**config.mk**
```make
export PLATFORM = sky130hd
export DESIGN_NAME = msg_decrypt_engine
export DESIGN_NICKNAME = d
export VERILOG_FILES = /design/src/rtl/msg_decrypt_engine.sv
export SDC_FILE = /design/constraint.sdc
export NUM_CORES = 1
export LEC_CHECK = 0
export ABC_AREA = 0
export CORE_UTILIZATION = 55
export CTS_CLUSTER_DIAMETER = 100
export CTS_CLUSTER_SIZE = 24
export DETAILED_ROUTE_END_ITERATION = 7
export PLACE_DENSITY = 0.83
export SLEW_MARGIN = 0
export SYNTH_ARGS = -nofsm -noshare
export SYNTH_HDL_FRONTEND = slang
export SYNTH_SLANG_ARGS = --single-unit
```
**constraint.sdc**
```tcl
create_clock -name clk -period 4.2 [get_ports clk]
set_input_delay 0.42 -clock clk [delete_from_list [all_inputs] [get_ports clk]]
set_output_delay 0.42 -clock clk [all_outputs]
set_load 0.005 [all_outputs]
```
**src/rtl/msg_decrypt_engine.sv**
```systemverilog
// Decrypter for LFSR-scrambled, parity-tagged messages. It recovers the seed and tap pattern
// from the space preamble, then writes the plaintext and the recovered settings back to DM.
module msg_decrypt_engine #(
   parameter int MSG_BASE  = 64,
   parameter int MSG_LEN   = 64,
   parameter int CHK_LEN   = 10,
   parameter int META_BASE = 61
) (
   input  logic       clk,
   input  logic       init,
   input  logic       req,
   output logic       ack,
   output logic       fail,
   output logic [6:0] par_err_cnt,
   output logic [7:0] rd_addr,
   input  logic [7:0] rd_data,
   output logic       wr_en,
   output logic [7:0] wr_addr,
   output logic [7:0] wr_data
);

   typedef enum logic [2:0] {S_IDLE, S_SEED, S_SEARCH, S_DECODE, S_FILL, S_META, S_DONE} state_t;

   localparam logic [7:0] MSG_A   = 8'(MSG_BASE);
   localparam logic [7:0] META_A  = 8'(META_BASE);
   localparam logic [7:0] LAST_PT = 8'(META_BASE - 1);
   localparam logic [3:0] LAST_I  = 4'(CHK_LEN - 1);
   localparam logic [5:0] LAST_R  = 6'(MSG_LEN - 1);

   function automatic logic [6:0] tap_of(input logic [3:0] p);
      case (p)
         4'd0:    tap_of = 7'h60;
         4'd1:    tap_of = 7'h48;
         4'd2:    tap_of = 7'h78;
         4'd3:    tap_of = 7'h72;
         4'd4:    tap_of = 7'h6A;
         4'd5:    tap_of = 7'h69;
         4'd6:    tap_of = 7'h5C;
         4'd7:    tap_of = 7'h7E;
         4'd8:    tap_of = 7'h7B;
         default: tap_of = 7'h00;
      endcase
   endfunction

   function automatic logic [6:0] lfsr_step(input logic [6:0] s, input logic [6:0] tap);
      lfsr_step = {s[5:0], ^(s & tap)};
   endfunction

   state_t     state_q, state_d;
   logic [6:0] s0_q, s0_d, s_q, s_d, pre_cnt_q, pre_cnt_d, par_q, par_d;
   logic [3:0] p_q, p_d, i_q, i_d;
   logic [5:0] r_q, r_d;
   logic [7:0] wptr_q, wptr_d, rd_addr_q, rd_addr_d, wr_addr_q, wr_addr_d, wr_data_q, wr_data_d;
   logic [1:0] m_q, m_d;
   logic       seen_q, seen_d, ack_q, ack_d, fail_q, fail_d, wr_en_q, wr_en_d;
   logic [6:0] s_next, pt;
   logic       par_bad;

   always_comb begin
      state_d   = state_q;
      s0_d      = s0_q;
      s_d       = s_q;
      pre_cnt_d = pre_cnt_q;
      par_d     = par_q;
      p_d       = p_q;
      i_d       = i_q;
      r_d       = r_q;
      wptr_d    = wptr_q;
      rd_addr_d = rd_addr_q;
      wr_addr_d = wr_addr_q;
      wr_data_d = wr_data_q;
      m_d       = m_q;
      seen_d    = seen_q;
      ack_d     = ack_q;
      fail_d    = fail_q;
      wr_en_d   = 1'b0;
      s_next    = lfsr_step(s_q, tap_of(p_q));
      pt        = rd_data[6:0] ^ s_q;
      par_bad   = rd_data[7] != (^rd_data[6:0]);
      case (state_q)
         S_IDLE: begin
            if (!req) begin
               state_d   = S_SEED;
               rd_addr_d = MSG_A;
            end else begin
               state_d = S_IDLE;
            end
         end
         S_SEED: begin
            s0_d      = rd_data[6:0] ^ 7'h20;
            s_d       = rd_data[6:0] ^ 7'h20;
            p_d       = 4'd0;
            i_d       = 4'd1;
            rd_addr_d = MSG_A + 8'd1;
            fail_d    = 1'b0;
            par_d     = 7'd0;
            wptr_d    = 8'd0;
            pre_cnt_d = 7'd0;
            seen_d    = 1'b0;
            state_d   = S_SEARCH;
         end
         S_SEARCH: begin
            if ((rd_data[6:0] ^ s_next) == 7'h20) begin
               if (i_q == LAST_I) begin
                  // Locked: rewind to the seed so DECODE replays the whole stream.
                  s_d       = s0_q;
                  r_d       = 6'd0;
                  rd_addr_d = MSG_A;
                  state_d   = S_DECODE;
               end else begin
                  s_d       = s_next;
                  i_d       = i_q + 4'd1;
                  rd_addr_d = rd_addr_q + 8'd1;
               end
            end else begin
               s_d       = s0_q;
               i_d       = 4'd1;
               rd_addr_d = MSG_A + 8'd1;
               if (p_q == 4'd8) begin
                  fail_d  = 1'b1;
                  ack_d   = 1'b1;
                  state_d = S_DONE;
               end else begin
                  p_d = p_q + 4'd1;
               end
            end
         end
         S_DECODE: begin
            s_d = s_next;
            if (par_bad && (par_q != 7'h7F)) begin
               par_d = par_q + 7'd1;
            end else begin
               par_d = par_q;
            end
            if (!seen_q && (pt == 7'h20)) begin
               pre_cnt_d = pre_cnt_q + 7'd1;
            end else begin
               seen_d = 1'b1;
               wptr_d = wptr_q + 8'd1;
               if (wptr_q <= LAST_PT) begin
                  wr_en_d   = 1'b1;
                  wr_addr_d = wptr_q;
                  wr_data_d = {1'b0, pt};
               end else begin
                  wr_en_d = 1'b0;
               end
            end
            if (r_q == LAST_R) begin
               state_d = S_FILL;
            end else begin
               r_d       = r_q + 6'd1;
               rd_addr_d = rd_addr_q + 8'd1;
            end
         end
         S_FILL: begin
            m_d = 2'd0;
            if (wptr_q <= LAST_PT) begin
               wr_en_d   = 1'b1;
               wr_addr_d = wptr_q;
               wr_data_d = 8'h20;
               wptr_d    = wptr_q + 8'd1;
               if (wptr_q == LAST_PT) begin
                  state_d = S_META;
               end else begin
                  state_d = S_FILL;
               end
            end else begin
               state_d = S_META;
            end
         end
         S_META: begin
            wr_en_d = 1'b1;
            m_d     = m_q + 2'd1;
            case (m_q)
               2'd0: begin
                  wr_addr_d = META_A;
                  wr_data_d = {1'b0, pre_cnt_q};
               end
               2'd1: begin
                  wr_addr_d = META_A + 8'd1;
                  wr_data_d = {4'd0, p_q};
               end
               default: begin
                  wr_addr_d = META_A + 8'd2;
                  wr_data_d = {1'b0, s0_q};
                  ack_d     = 1'b1;
                  state_d   = S_DONE;
               end
            endcase
         end
         S_DONE: begin
            if (req) begin
               ack_d   = 1'b0;
               state_d = S_IDLE;
            end else begin
               state_d = S_DONE;
            end
         end
         default: state_d = S_IDLE;
      endcase
   end

   always_ff @(posedge clk) begin
      if (init) begin
         state_q   <= S_IDLE;
         s0_q      <= 7'd0;
         s_q       <= 7'd0;
         pre_cnt_q <= 7'd0;
         par_q     <= 7'd0;
         p_q       <= 4'd0;
         i_q       <= 4'd0;
         r_q       <= 6'd0;
         wptr_q    <= 8'd0;
         rd_addr_q <= 8'd0;
         wr_addr_q <= 8'd0;
         wr_data_q <= 8'd0;
         m_q       <= 2'd0;
         seen_q    <= 1'b0;
         ack_q     <= 1'b0;
         fail_q    <= 1'b0;
         wr_en_q   <= 1'b0;
      end else begin
         state_q   <= state_d;
         s0_q      <= s0_d;
         s_q       <= s_d;
         pre_cnt_q <= pre_cnt_d;
         par_q     <= par_d;
         p_q       <= p_d;
         i_q       <= i_d;
         r_q       <= r_d;
         wptr_q    <= wptr_d;
         rd_addr_q <= rd_addr_d;
         wr_addr_q <= wr_addr_d;
         wr_data_q <= wr_data_d;
         m_q       <= m_d;
         seen_q    <= seen_d;
         ack_q     <= ack_d;
         fail_q    <= fail_d;
         wr_en_q   <= wr_en_d;
      end
   end

   assign ack         = ack_q;
   assign fail        = fail_q;
   assign par_err_cnt = par_q;
   assign rd_addr     = rd_addr_q;
   assign wr_en       = wr_en_q;
   assign wr_addr     = wr_addr_q;
   assign wr_data     = wr_data_q;

endmodule
```
==> flow_metrics.py <==
metrics = {
    "run_status": {
        "status": "completed",
    },
    "timing": {
        "fin_tns_setup_ps": 0,
        "clock_skew_ps": 10.3,
        "max_slew.worst_pin.slew_ps": 874,
        "min_period_ps": 3270,
        "rsz0062_at_grt": "false",
        "hold_viol": 0,
        "max_freq_mhz": 306,
        "setup_ws_ps": 928,
        "holdWs_ps": 422,
        "setup_violations": 0,
        "fin_crit_sh_pct": 77.9,
        "maxSlewHeadroom_pct": 41.6,
        "maxSlewViolCount": 0,
    },
    "yosys": {
        "yosysTopAreaCellShare_pct": 37.9,
        "yosys.area_share.simple_pct": 23.7,
        "synth_xor_xnor_area_share_pct": 7.82,
        "post_synth_instance_area_sq_um": 4700,
        "synth-edff-count": 0,
        "synth_cell_types": 65,
        "ys_seq_area_share_pct": 37.9,
        "async_flop_share_pct": 0,
        "synth_top_family_by_area": "simple AND/OR/NAND/NOR gates",
        "yosysWarnings": 0,
        "synth_compound_area_share_pct": 19.8,
        "synth_top_flop_cell": "dfxtp_1",
        "yosys.area.top_type": "dfxtp_1",
        "synth_nets": 608,
        "synth_area_leaders": "dfxtp_1, nor2_1, a21oi_1",
        "syn_area_per_cell_sq_um": 8.11,
        "muxShareOfSynthArea_pct": 1.73,
        "synth_cells": 580,
        "synthAdderAreaFrac_pct": 4.52,
        "synth-seq-cells": 89,
    },
    "clock_network": {
        "cts_resized": 0,
        "cts_tree": "built",
        "path_clk_slew_ps": 90,
        "cts-root-buf": "clkbuf_8",
        "clock_sinks": 89,
        "insertion_delay_ps": 360,
        "h-tree-depth": 3,
        "holdBufCountCts": 0,
        "cts_setup_buffers": 0,
        "cts_max_path_buffers": 2,
        "cts_inserted_buffers": 9,
    },
    "final_layout": {
        "nets": 631,
        "utilization_pct": 64.9,
        "fill_cells": 707,
        "multiInputGateArea_sq_um": 2710,
        "syn2layout_area_growth_pct": 14.0,
        "fin_area_sq_um": 5360,
        "ff_latch_area_sq_um": 1780,
        "drive_above_1_share_pct": 6.58,
        "n_antenna_cell": 0,
        "stdcell_count": 713,
    },
    "critical_path": {
        "crit_type": "reg -> reg",
        "cp_max_fo": 13,
        "cp_slowest_stage_delay_ps": 620,
        "crit_chain": "nor2b_1 > nand2b_1 > nand2_1 > nand2_1 > a31oi_1 > inv_1 > ha_1 > mux2_4 > o21ai_2",
        "critPathSlowestCell": "dfxtp_1",
        "critical_path.endpoint_type": "register",
        "reg2reg_depth": 9,
        "cp_common_cell": "nand2_1",
        "crit_path_start_kind": "register",
        "critPathArrivalTime_ps": 3570,
        "crit_required_ps": 4500,
    },
    "routing": {
        "route.met2.wl_um": 5260,
        "detail_route.drc_violations": 0,
        "wl_met1_um": 5130,
        "dr.max_layer_used": "met4",
        "wl_met3_um": 847,
        "wl_per_cell_um": 16.2,
        "drtIter0Drc": 292,
        "wl_um": 11600,
        "via_per_inst": 6.04,
        "vias": 4309,
        "ant_nets": 0,
        "first_pass_iters": 5,
    },
    "min_path": {
        "hold_depth": 3,
        "hold_path.class": "in -> reg",
    },
    "placement": {
        "dp.cells": 697,
        "placed_cell_area_sq_um": 5140,
        "portBuffers": 43,
        "gp_congestion": 0.934,
        "dpl.hpwl_um": 8180,
        "post-place-ws_ps": 917,
    },
    "global_route": {
        "first_global_vias": 3880,
        "grt_first_pass_wirelength_um": 18800,
        "grt_remaining_overflow": 0,
        "antenna_found_initial": 0,
        "grt_max_degree": 70,
        "grt.total_usage_pct": 27.1,
    },
    "floorplan": {
        "ios": 45,
        "row_count": 33,
        "die-area_sq_um": 8920,
        "die_h_um": 94.5,
        "core_area_sq_um": 8260,
        "start_util_pct": 56.9,
        "dieWidth_um": 94.5,
    },
    "power": {
        "p_leak_nw": 1.99,
        "ir_drop_mv": 0.334,
        "power_density_nw_per_um2": 562,
        "finalPower_mw": 3.01,
    },
    "flow_run": {
        "cap_violations": 0,
    },
}
## cell usage after synthesis (3+ instances only)
cell type  number
dfxtp_1        89
nor2_1         83
nand2_1        65
a21oi_1        51
clkbuf_1       30
o21ai_0        24
ha_1           17
nand3_1        17
xor2_1         17
xnor2_1        16
inv_1          15
and3_1          9
nand4_1         9
nor3b_1         9
a211oi_1        8
a22oi_1         8
nand2b_1        8
nor3_1          8
a311oi_1        7
a31oi_1         6
or3_1           5
a22o_1          4
buf_2           4
mux2i_1         4
o211ai_1        4
o221ai_1        4
a21o_1          3
a221o_1         3
a221oi_1        3
nand3b_1        3
nand4b_1        3
nor2b_1         3
## metal layers
metal / GRT usage (%) / up-vias
met5: 0 / -
met4: 11.6 / 0
met3: 5.23 / 37
met2: 42.7 / 202
met1: 36.0 / 1989
li1: - / 2081
## logic make-up (layout without fill, tap and decap cells)
logic type	count (synthesis)	count (layout)
simple gates	235	235
compound gates	142	142
flops	89	89
buf+inv	52	80
xor+xnor	37	37
fa+ha+maj	17	17
mux	7	7
other cells	1	1
## power breakdown
group / internal [mW] / total (mW) / switching [mW]
Sequential: 0.985 / 1.15 / 0.167
Clock: 0.312 / 0.629 / 0.317
Combinational: 0.511 / 1.23 / 0.720
Total: 1.81 / 3.01 / 1.20
## layout make-up
class                           instances  area share (%)
Clock buffer                           11            2.83
Clock inverter                          5            1.17
Inverter                               16            1.12
Multi-Input combinational cell        439            50.5
Sequential cell                        89            33.2
Tap cell                              105            2.45
Timing Repair Buffer                   48            8.64
## critical path: cells and delay by family, from the launching register on
kind                     cells  cell delay, ps
flip-flops                   1             620
multiplexers                 1             270
adder cells (fa/ha/maj)      1             230
AO/OA/AOI/OAI                2             560
AND/OR/NAND/NOR              4            1380
buffers and inverters        1             140
## state kept, by name, indices dropped and copies added, names as in the netlist, named ones only
name,cells
wr_addr,8
pre_cnt_q,7
wr_data,7
fail,1
ack,1
s0_q,7
state_q,3
seen_q,1
wptr_q,8
r_q,6
wr_en,1
rd_addr,8
s_q,7
i_q,4
m_q,2
p_q,4
par_err_cnt,7
## layout by cell type, fill, tap and decap left out, types with 5 or more instances in the layout
| master | netlist | layout |
|---|---|---|
| a211oi_1 | 8 | 8 |
| a21oi_1 | 51 | 51 |
| a22oi_1 | 8 | 8 |
| a311oi_1 | 7 | 7 |
| a31oi_1 | 6 | 6 |
| and3_1 | 9 | 9 |
| buf_4 | 1 | 5 |
| clkbuf_8 | 0 | 11 |
| clkdlybuf4s50_1 | 0 | 42 |
| dfxtp_1 | 89 | 89 |
| ha_1 | 17 | 17 |
| inv_1 | 15 | 15 |
| nand2_1 | 65 | 65 |
| nand2b_1 | 8 | 8 |
| nand3_1 | 17 | 17 |
| nand4_1 | 9 | 9 |
| nor2_1 | 83 | 83 |
| nor3_1 | 8 | 8 |
| nor3b_1 | 9 | 9 |
| o21ai_0 | 24 | 24 |
| or3_1 | 5 | 5 |
| xnor2_1 | 16 | 16 |
| xor2_1 | 17 | 17 |
## worst paths after layout
check / slack [ps] / from / to
max: 930 / state_q[0]$_SDFFE_PP0P_ / register
min: 420 / init / state_q[1]$_SDFFE_PP0P_
max reg2reg: 930 / state_q[0]$_SDFFE_PP0P_ / register
min reg2reg: 460 / m_q[1]$_SDFFE_PP0N_ / m_q[1]$_SDFFE_PP0N_
Note: power is estimated with default switching activity, not from simulation.
